[src/rtl/estagio_decodificacao.sv]
// MIPS decode stage: classifies each fetched word, extends the immediate, computes
// branch/jump targets and queues the decoded result in a small FIFO with statistics.
module estagio_decodificacao #(
    parameter int PC_W  = 32,
    parameter int IMM_W = 32,
    parameter int DEPTH = 2,
    parameter int CNT_W = 16
) (
    input  logic             clk,
    input  logic             rst_n,
    input  logic             flush,
    input  logic             in_valid,
    output logic             in_ready,
    input  logic [31:0]      instrucao,
    input  logic [PC_W-1:0]  in_pc,
    output logic             out_valid,
    input  logic             out_ready,
    output logic [5:0]       opcode,
    output logic [4:0]       rs,
    output logic [4:0]       rt,
    output logic [4:0]       rd,
    output logic [4:0]       shamt,
    output logic [5:0]       funct,
    output logic [IMM_W-1:0] imm_ext,
    output logic [PC_W-1:0]  alvo,
    output logic [1:0]       tipo,
    output logic [CNT_W-1:0] cnt_dec,
    output logic [CNT_W-1:0] cnt_ilegal
);
    localparam int AW = (DEPTH > 1) ? $clog2(DEPTH) : 1;

    localparam logic [5:0] OP_R    = 6'b000000;
    localparam logic [5:0] OP_J    = 6'b000010;
    localparam logic [5:0] OP_JAL  = 6'b000011;
    localparam logic [5:0] OP_BEQ  = 6'b000100;
    localparam logic [5:0] OP_BNE  = 6'b000101;
    localparam logic [5:0] OP_ADDI = 6'b001000;
    localparam logic [5:0] OP_SLTI = 6'b001010;
    localparam logic [5:0] OP_ANDI = 6'b001100;
    localparam logic [5:0] OP_ORI  = 6'b001101;
    localparam logic [5:0] OP_LW   = 6'b100011;
    localparam logic [5:0] OP_SW   = 6'b101011;

    typedef enum logic [1:0] {
        TIPO_R      = 2'b00,
        TIPO_I      = 2'b01,
        TIPO_J      = 2'b10,
        TIPO_ILEGAL = 2'b11
    } tipo_e;

    typedef struct packed {
        logic [5:0]       opcode;
        logic [4:0]       rs;
        logic [4:0]       rt;
        logic [4:0]       rd;
        logic [4:0]       shamt;
        logic [5:0]       funct;
        logic [IMM_W-1:0] imm;
        logic [PC_W-1:0]  alvo;
        tipo_e            tipo;
    } entry_t;

    logic [PC_W-1:0]  w_pc4;
    logic [PC_W-1:0]  w_br_off;
    logic [31:0]      w_jt;
    logic [IMM_W-1:0] w_imm_s;
    logic [IMM_W-1:0] w_imm_z;
    entry_t           w_dec;
    entry_t           w_head;
    logic             w_full;
    logic             w_push;
    logic             w_pop;

    entry_t           r_mem [DEPTH];
    logic [AW-1:0]    r_wr_ptr;
    logic [AW-1:0]    r_rd_ptr;
    logic [AW:0]      r_count;
    logic [CNT_W-1:0] r_cnt_dec;
    logic [CNT_W-1:0] r_cnt_ilegal;

    // Jump target keeps the top nibble of pc+4 (zero when PC_W is 28).
    assign w_pc4    = in_pc + PC_W'(4);
    assign w_br_off = PC_W'($signed({instrucao[15:0], 2'b00}));
    assign w_jt     = (32'(w_pc4) & 32'hF000_0000) | {4'b0000, instrucao[25:0], 2'b00};
    assign w_imm_s  = IMM_W'($signed(instrucao[15:0]));
    assign w_imm_z  = IMM_W'(instrucao[15:0]);

    always_comb begin
        w_dec        = '0;
        w_dec.opcode = instrucao[31:26];
        case (instrucao[31:26])
            OP_R: begin
                w_dec.tipo  = TIPO_R;
                w_dec.rs    = instrucao[25:21];
                w_dec.rt    = instrucao[20:16];
                w_dec.rd    = instrucao[15:11];
                w_dec.shamt = instrucao[10:6];
                w_dec.funct = instrucao[5:0];
            end
            OP_J, OP_JAL: begin
                w_dec.tipo = TIPO_J;
                w_dec.alvo = w_jt[PC_W-1:0];
            end
            OP_BEQ, OP_BNE: begin
                w_dec.tipo = TIPO_I;
                w_dec.rs   = instrucao[25:21];
                w_dec.rt   = instrucao[20:16];
                w_dec.imm  = w_imm_s;
                w_dec.alvo = w_pc4 + w_br_off;
            end
            OP_ANDI, OP_ORI: begin
                w_dec.tipo = TIPO_I;
                w_dec.rs   = instrucao[25:21];
                w_dec.rt   = instrucao[20:16];
                w_dec.imm  = w_imm_z;
            end
            OP_LW, OP_SW, OP_ADDI, OP_SLTI: begin
                w_dec.tipo = TIPO_I;
                w_dec.rs   = instrucao[25:21];
                w_dec.rt   = instrucao[20:16];
                w_dec.imm  = w_imm_s;
            end
            default: w_dec.tipo = TIPO_ILEGAL;
        endcase
    end

    assign w_full    = (r_count == (AW+1)'(DEPTH));
    assign in_ready  = !w_full;
    assign out_valid = (r_count != '0);
    assign w_push    = in_valid && in_ready && !flush;
    assign w_pop     = out_valid && out_ready;

    always_ff @(posedge clk) begin
        if (w_push) begin
            r_mem[r_wr_ptr] <= w_dec;
        end
    end

    always_ff @(posedge clk or negedge rst_n) begin
        if (!rst_n) begin
            r_wr_ptr <= '0;
            r_rd_ptr <= '0;
            r_count  <= '0;
        end else if (flush) begin
            r_wr_ptr <= '0;
            r_rd_ptr <= '0;
            r_count  <= '0;
        end else begin
            if (w_push) r_wr_ptr <= r_wr_ptr + 1'b1;
            if (w_pop)  r_rd_ptr <= r_rd_ptr + 1'b1;
            r_count <= r_count + (AW+1)'(w_push) - (AW+1)'(w_pop);
        end
    end

    // Pops during a flush cycle still count; flush never clears statistics.
    always_ff @(posedge clk or negedge rst_n) begin
        if (!rst_n) begin
            r_cnt_dec    <= '0;
            r_cnt_ilegal <= '0;
        end else if (w_pop) begin
            if (r_cnt_dec != '1) r_cnt_dec <= r_cnt_dec + 1'b1;
            if (w_head.tipo == TIPO_ILEGAL && r_cnt_ilegal != '1)
                r_cnt_ilegal <= r_cnt_ilegal + 1'b1;
        end
    end

    // Stale memory contents are hidden whenever the FIFO is empty.
    assign w_head     = out_valid ? r_mem[r_rd_ptr] : '0;
    assign opcode     = w_head.opcode;
    assign rs         = w_head.rs;
    assign rt         = w_head.rt;
    assign rd         = w_head.rd;
    assign shamt      = w_head.shamt;
    assign funct      = w_head.funct;
    assign imm_ext    = w_head.imm;
    assign alvo       = w_head.alvo;
    assign tipo       = w_head.tipo;
    assign cnt_dec    = r_cnt_dec;
    assign cnt_ilegal = r_cnt_ilegal;

endmodule
[config.mk]
export PLATFORM = sky130hd
export DESIGN_NAME = estagio_decodificacao
export DESIGN_NICKNAME = d
export VERILOG_FILES = /design/src/rtl/estagio_decodificacao.sv
export SDC_FILE = /design/constraint.sdc
export NUM_CORES = 1
export LEC_CHECK = 0
export CORE_UTILIZATION = 50
export DETAILED_ROUTE_END_ITERATION = 10
export PLACE_DENSITY = 0.8
export RECOVER_POWER = 100
export SYNTH_ARGS = -nofsm -noshare
export SYNTH_HDL_FRONTEND = slang
export SYNTH_SLANG_ARGS = --single-unit
export TNS_END_PERCENT = 100
[constraint.sdc]
create_clock -name clk -period 7.83 [get_ports clk]
set_input_delay 1.9575 -clock clk [delete_from_list [all_inputs] [get_ports clk]]
set_output_delay 1.9575 -clock clk [all_outputs]
set_load 0.005 [all_outputs]
# After elaboration in Yosys (flattened, before gate mapping)
# Memories as Yosys holds them, arrays and structs flattened.
# Index checks and enable logic that the tools add are counted.
# classes
bitwise_logic	1
n_reduce_logical	18
n_eq_ne	14
muxes	13
addsub	8
# ops
op	n
$pmux W32 S2	2
$mux W98	1
$add A16 B1 Y16 const B	2
$add A32 B3 Y32 const B	1
$add A32 B32 Y32	1
$ne A16 B16 Y1 const B	2
$or A32 B28 Y32	1
$eq A6 B4 Y1 const B	4
$mux W16	1
$eq A6 B2 Y1 const B	2
$eq A6 B3 Y1 const B	2
$eq A6 B6 Y1 const B	2
$mux W10	1
$reduce_or A9 Y1	1
$reduce_or A8 Y1	1
$logic_not A6 Y1	1
$mux W1	6
$pmux W2 S3	1
$reduce_bool A2 Y1	3
$reduce_or A2 Y1	3
$reduce_or A6 Y1	1
$eq A2 B2 Y1 const B	2
$logic_and A1 B1 Y1	4
$reduce_and A2 Y1	2
other kinds (5)	7
# word_totals
wordCells	60
ramBits	196
mem_count	1
in_bits	69
out_inout_bits	132
ff_bits	36
# memory_table
memory	words	word_bits	rd	rd_ports_with_merged_regs	wr	line	rtl
r_mem	2	98	1	0	1	74	entry_t r_mem [DEPTH];

# Depth between registers and ports, before layout
# Gate-level depths: netlist of the first run.
# logic_depth
ltp_word	7
depth_mapped	17
mapped_depth_nobuf	16

# Worst setup path before layout of the first run
# OpenSTA, ideal clock, no wires.
# synth_timing
path_type	in2reg
startpoint	in flush
endpoint	mem r_mem[0][0] in the netlist's numbering (enable)
required_ps	7203
path_slack_ps	-516
n_path_buf	0
setup_ps	627
cell_stages	1
t_arrival_ps	7719
path_cell_list	nor3_1
# synth_via
elab_chain_cells	4
# synth_lines
item	line	rtl
start, declared	11	input logic flush,
$logic_not A1 Y1	130	assign w_push = in_valid && in_ready && !flush;
$logic_and A1 B1 Y1	130	
$mux W1	134	if (w_push) begin
$mux W1 (implied by the code)	135	r_mem[r_wr_ptr] <= w_dec;
end, declared	74	
# No other way between the ends.

# Worst setup path after layout of the first run
# layout_timing
startpoint	in in_valid
endpoint	mem r_mem[1][89] in the netlist's numbering (enable)
# layout_via
elab_chain_cells	4
# layout_lines
item	line	rtl
start, declared	12	input logic in_valid,
$logic_and A1 B1 Y1 (2 in series)	130	
$mux W1	134	
$mux W1 (implied by the code)	135	
# No other way between the ends.

==> impl_results.md, run 1 <==
- Vias after detailed routing: 7949
- Post-DP Area: 0.0130 mm^2
- Slew of the pin with the lowest slew margin: ~4800 ps
- Post-CTS setup buffer count: 0
- Fin crit period: 6360 ps
- Synth Flop Type: edfxtp_1
- CTS buffer count: 21
- Clk root buf: clkbuf_16
- Initial Util: 51.4%
- Via density per instance: 5.51
- WL/cell: 18.3 um
- Leak Pwr: 5.31 nW
- Routed Antenna Nets: 0
- Synth-to-layout area growth: 25.8%
- All-Layer GR Usage: a little under a quarter
- I/O pin cnt: 201
- Crit path capture type: flip-flop
- Util after Layout: 64.6%
- Sequential share of the synthesized area: 54.2%
- Row cnt: 53
- Routed wire length: 26400 um
- Initial antenna violation count: 0
- Distinct cell type count after synthesis: 61
- Die H: 149 um
- Asr flop ratio synth: 17.8%
- Share of cells above drive strength 1: 4.28%
- Final setup violation count: 0
- # diodes: 0
- Synth Area in XOR/XNOR: 7.08%
- Required @ worst endpoint: 7810 ps
- Total Power: roughly 3.6 mW
- Synth Area in Compound Gates: 7.34%
- H-Tree Depth: 1
- Largest net degree at the start of global routing: 84
- Critical setup path kind: in2reg
- First-pass iteration count of the detailed router: 5
- Port buffer count: 200
- Dpl hpwl: 18500 um
- Commonest non-fill, non-tap cell in the layout: edfxtp_1
- Die X-Extent: approximately 150 um
- Avg Cell Area, Syn: approximately 11 um^2
- Power per cell area: 264 mW/mm^2
- Yosys warnings: 0
- Yosys reg bits: just over 200
- GPL Wtd Cong: 0.929
- Fin Setup TNS: 0 ps
- DRC violations left: 0
- Clock buffer depth: 3
- Post-CTS resize count: 0
- Post-synth EDFFs: ~170
- Iter 0 DRT Violations: 548
- Mux contribution to synthesized area: a little under 8%
- Clock transition at the registers of the reported paths: 60 ps
- Remaining Overflow, GRT: 0
- Largest family of logic cells by synthesized area: simple AND/OR/NAND/NOR gates
- Final hold vios: 0
- Mapped Nets: 1082
- Max-cap viol count: 5
- Fmax achieved: 0.157 GHz
- Fin crit share: 81.2%
- Die ar.: 0.0223 mm^2
- Crit start category: input port
- Area share of fa/ha/maj cells after synthesis: 4.79%
- Design Area, Final: 0.0137 mm^2
- First-pass GRT wire length: approximately 40000 um
- Simple-Gate Fraction of Synth Area: 15.6%
- CTS tree: yes
- Clock Sinks: 202
- Clk_skew: ~9.2 ps
- Outcome: finished, violations left
- Most frequent cells in the layout: edfxtp_1 (166), dlygate4sd3_1 (140), nor2_1 (124)
- Core region area: 0.0212 mm^2
- Pins Over Slew Limit: between 200 and 300
- Final nets: ~1300
- Failing checks: max-capacitance violations, max-slew violations
- Mapped Area: 0.0109 mm^2
- VDD IR-drop max: 0.153 mV
- Instance count of the mapped netlist: 972
- Hold_buf cts: 0
- RSZ-0062 raised after global routing: no
- Crit-path max FO: 83
- Vias in the first global route: 7684
- HP Class: reg2reg
- Slew HR: -220%
- Arrival time at the worst endpoint: 6340 ps
- Clk_lat worst skew: approximately 490 ps
[per-layer routing]
layer	up-vias	GRT usage, %	wire length (um)
met4	0	5.31	338
met5	-	0	0
li1	3835	-	-
met3	23	2.81	1500
met2	268	39.6	12900
met1	3823	33.0	11600
[final timing paths]
path                           startpoint             end  slack, ps  cells after the start
setup / recovery                 in_valid    r_mem[1][89]       1470                      5
hold / removal             cnt_ilegal[12]  cnt_ilegal[12]        490                      1
setup reg to reg               r_count[1]    r_mem[1][89]       2970                      5
hold reg to reg            cnt_ilegal[12]  cnt_ilegal[12]        490                      1
max in group asynchronous           rst_n        r_rd_ptr       3930                      2
min in group asynchronous           rst_n     cnt_dec[13]       2540                      2
[layout make-up]
class                   count  area, um^2
clock buffers              31         614
repair buffers            209        2050
inverters                  21        78.8
fillers                  1662        7490
flip-flops and latches    202        5890
multi-input cells         698        4640
well taps                 275         344
clock inverters             6        53.8
[sequential cells by signal, summed over array words and instances, names as in the netlist]
name / cells
cnt_dec: 16
cnt_ilegal: 16
r_count: 2
r_mem: 166
r_rd_ptr: 1
r_wr_ptr: 1
[where the power goes]
part	switching, mW	internal (mW)	leakage, nW	total, mW
registers	0.101	1.29	2.04	1.39
clock network	0.391	0.575	0.336	0.966
logic	0.630	0.623	2.93	1.25
total	1.12	2.49	5.31	3.61
[through the flow]
step	worst slack [ps]	cells	hold slack, ps
after floorplan	2090	972	478
after global placement	2030	1405	481
after detailed placement	1950	1405	483
after CTS	2460	1442	493
after global routing	1160	1442	500
final	1470	1442	491
[cells by family (layout without fill, tap and decap cells)]
logic type | after synthesis | count (layout)
fa+ha+maj | 41 | 41
xor+xnor | 87 | 87
mux | 85 | 85
simple gates | 355 | 355
flops | 202 | 202
compound gates | 130 | 130
buf+inv | 72 | 267
[critical path, cell delays in order]
cell and delay, ps:
dlygate4sd3_1 540, nand2_1 150, nor2_1 160, and2_2 150, clkbuf_1 3300
[cell usage after synthesis, types with 2 or more instances]
master    count  area share (%)
xnor2_1      53             4.3
nand2b_1      6            0.35
nor3b_1       3            0.21
clkbuf_1     23            0.79
a22o_1        2            0.16
a31oi_1       2            0.12
o211ai_1      3            0.21
a21o_1       11            0.76
buf_6         2            0.21
a21boi_0      2            0.14
buf_1        10            0.35
edfxtp_1    166              46
mux2i_1      83             7.6
and4_1        4            0.32
and3_1        9            0.52
o21ai_1      13            0.60
nor2_1      124             4.3
nand3_1      45             2.1
ha_1         40             4.6
or3_1         2            0.12
nor4_1        4            0.23
o21a_1        4            0.28
mux2_2        2            0.21
xor2_1       33             2.7
buf_4        16             1.1
nor3_1       12            0.55
nand4_1       9            0.52
nor2b_1       4            0.23
o22ai_1       4            0.23
o31a_1        3            0.24
o21bai_1      4            0.28
o21ai_0      32             1.5
a21oi_1      33             1.5
nand2_1      79             2.7
dfrtp_1      36             8.3
o31ai_1       5            0.35
and2_1       45             2.6
inv_2         3            0.10
a21boi_1      2            0.14
inv_1        18            0.62
(Power assumes the default switching activity.)
==> run 2, diff against run 1 <==
CORE_UTILIZATION = 48   (was 50)
clock period = 5.8 ns   (was 7.83 ns; I/O delays follow)
==> run 2 against run 1 <==
  * The run ends with design-rule violations, max-capacitance violations, max-slew violations left
  * Clock power is 47% higher
  * First-iteration DRC count is 0.36% lower
  * Via count is 1.2% higher
  * Combinational power is 45% higher
  * Final cell count is 0.76% higher
  * Global-route usage is 0.99 points lower
  * Routed wire length is 1.1% higher
  * Register-to-register slack worse by 1400 ps
  * Die area is 4.1% higher
  * Utilization is 2.1 points lower
  * Clock skew is 3.2 ps lower
  * Largest cell class unchanged
  * Critical path depth is 1 lower
==> impl_results.md, run 2 (synthesized netlist as in run 1, its figures left out) <==
- Outcome: finished, violations left
- Failing checks: design-rule violations, max-capacitance violations, max-slew violations
- Pins Over Slew Limit: 213
- Clk_lat worst skew: 510 ps
- DRC violations left: 19
- CTS tree: yes
- Final hold vios: 0
- Multi-input combinational cell area: approximately 0.0046 mm^2
- Slew HR: -104%
- WP depth: 4
- Clk root buf: clkbuf_16
- Post-DP Area: 0.0131 mm^2
- GPL Wtd Cong: approximately 0.92
- Initial Util: 49.3%
- Pint: 3.49 mW
- Fin crit period: 5260 ps
- Sequential share of power: a little over a third
- RSZ-0062 raised after global routing: no
- VDD IR-drop max: 0.237 mV
- Commonest non-fill, non-tap cell in the layout: edfxtp_1
- Arrival time at the worst endpoint: 3810 ps
- Port buffer count: 200
- Hold_buf cts: 0
- Power per cell area: approximately 370 mW/mm^2
- CTS buffer count: 23
- FF-to-FF setup slack: 1570 ps
- All-Layer GR Usage: about 23%
- Comb pwr share: 35.8%
- Placed cells: approximately 1400
- Via density per instance: ~5.5
- Synth-to-layout area growth: 26.7%
- Util after Layout: 62.5%
- Remaining Overflow, GRT: 0
- Final worst slack: 544 ps
- Core region area: around 0.022 mm^2
- Clk_skew: 6.02 ps
- Design Area, Final: roughly 0.014 mm^2
- Post-CTS resize count: 0
- CP cell instances: nor2_1 > buf_4 > nor2_1 > clkdlybuf4s50_1
- Fmax achieved: 0.190 GHz
- Largest Register: r_mem
- Crit start category: flip-flop
- CP bufs+invs: 2
- Crit path largest cell delay: around 1400 ps
- HP Class: reg2reg
- Max reg flops: ~170
- Final setup violation count: 0
- Clock network fraction of total power: approximately 28%
- Post-CTS setup buffer count: 0
- First-pass GRT wire length: 41900 um
- Initial antenna violation count: 0
- Finished Layout Cells: roughly 1500
- Fill cell count: 1743
- Crit-path max FO: 57
- Sw frac: 31.1%
- Fin crit share: 90.6%
- Dpl hpwl: approximately 19000 um
- Clock buffer depth: 3
- Die ar.: roughly 0.023 mm^2
- Clock Sinks: 202
- Vias in the first global route: around 8000
- Critical setup path kind: reg2out
- Fin Setup TNS: 0 ps
- I/O pin cnt: 201
- Leak Pwr: just over 5 nW
- Clock transition at the registers of the reported paths: 60 ps
- Routed Antenna Nets: 0
- Sequential cell area: roughly 0.0059 mm^2
- H-Tree Depth: 1
- Register-to-Register Path Depth: 5
- Hold depth: 1
- Largest net degree at the start of global routing: 84
- Crit path max-delay family: simple AND/OR/NAND/NOR gates
- Slew of the pin with the lowest slew margin: 3070 ps
- Critical path's most frequent cell: nor2_1
- First-pass iteration count of the detailed router: 10
- Max-cap viol count: 4
- Vias after detailed routing: about 8000
- Share of cells above drive strength 1: 4.69%
- Die X-Extent: 152 um
- Most frequent cells in the layout: edfxtp_1 (166), clkdlybuf4s50_1 (132), nor2_1 (124)
- Required @ worst endpoint: 4350 ps
- Slowest cell on crit path: nor2_1
- Row cnt: 54
- Crit path capture type: output pin
- Die H: 152 um
- Iter 0 DRT Violations: ~550
- Post-Place Worst Slack: about 430 ps
- # diodes: 0
- WL/cell: between 15 and 20 um
- Final nets: 1266
- Routed wire length: 26700 um
- P_sw: approximately 1.6 mW
==> run 2: cell count changes in the layout (fill, tap and decap cells not counted), sizes merged <==
cell / delta
buf: +1
clkbuf: -5
inv: +3
clkinvlp: +4
clkinv: +2
clkdlybuf4s50: +72
bufinv: +1
dlygate4sd3: -72
==> run 2: final timing paths <==
kind	start	to
min	cnt_ilegal[12]	cnt_ilegal[12]
max in group asynchronous	rst_n	r_rd_ptr
min in group asynchronous	rst_n	cnt_ilegal[12]
min reg2reg	cnt_ilegal[12]	cnt_ilegal[12]
max reg2reg	r_count[1]	r_mem[1][43]
max	r_count[1]	alvo[13]
==> run 2: metrics by stage <==
stage               total power [mW]  hold WS (ps)
floorplan                       2.77           478
global placement                3.71           478
detailed placement              3.73           490
CTS                             5.15           501
global route                    5.29           526
finish                          5.06           494
==> run 2: area by class of cell <==
class                      instances  area share [%]
inverter                          21           0.573
sequential                       202            42.8
clock buffer                      26            4.26
tap                              280            2.55
multi-input combinational        698            33.7
timing repair buffer             210            14.9
clock inverter                    16            1.18
==> run 2: power groups by stage <==
| stage | combinational, mW | clock [mW] | sequential [mW] |
|---|---|---|---|
| after floorplan | 0.955 | 0 | 1.81 |
| after global placement | 1.87 | 0 | 1.84 |
| after detailed placement | 1.88 | 0 | 1.85 |
| after CTS | 1.90 | 1.44 | 1.82 |
| after global routing | 1.96 | 1.48 | 1.84 |
| final | 1.81 | 1.42 | 1.83 |
==> run 2: routing by layer <==
metal | up-vias | global-route usage (%) | wire, um
met1 | 3893 | 29.2 | 11500
met5 | - | 0 | 0
met4 | 0 | 5.92 | 563
met2 | 269 | 40.4 | 13100
li1 | 3846 | - | -
met3 | 35 | 3.04 | 1410
==> run 2: worst register-to-register path, delay by kind of cell, from the launching register on <==
kind | cells | cell delay [ps]
DFF | 1 | 410
and+or+nand+nor | 4 | 2650
buffers and inverters | 1 | 800
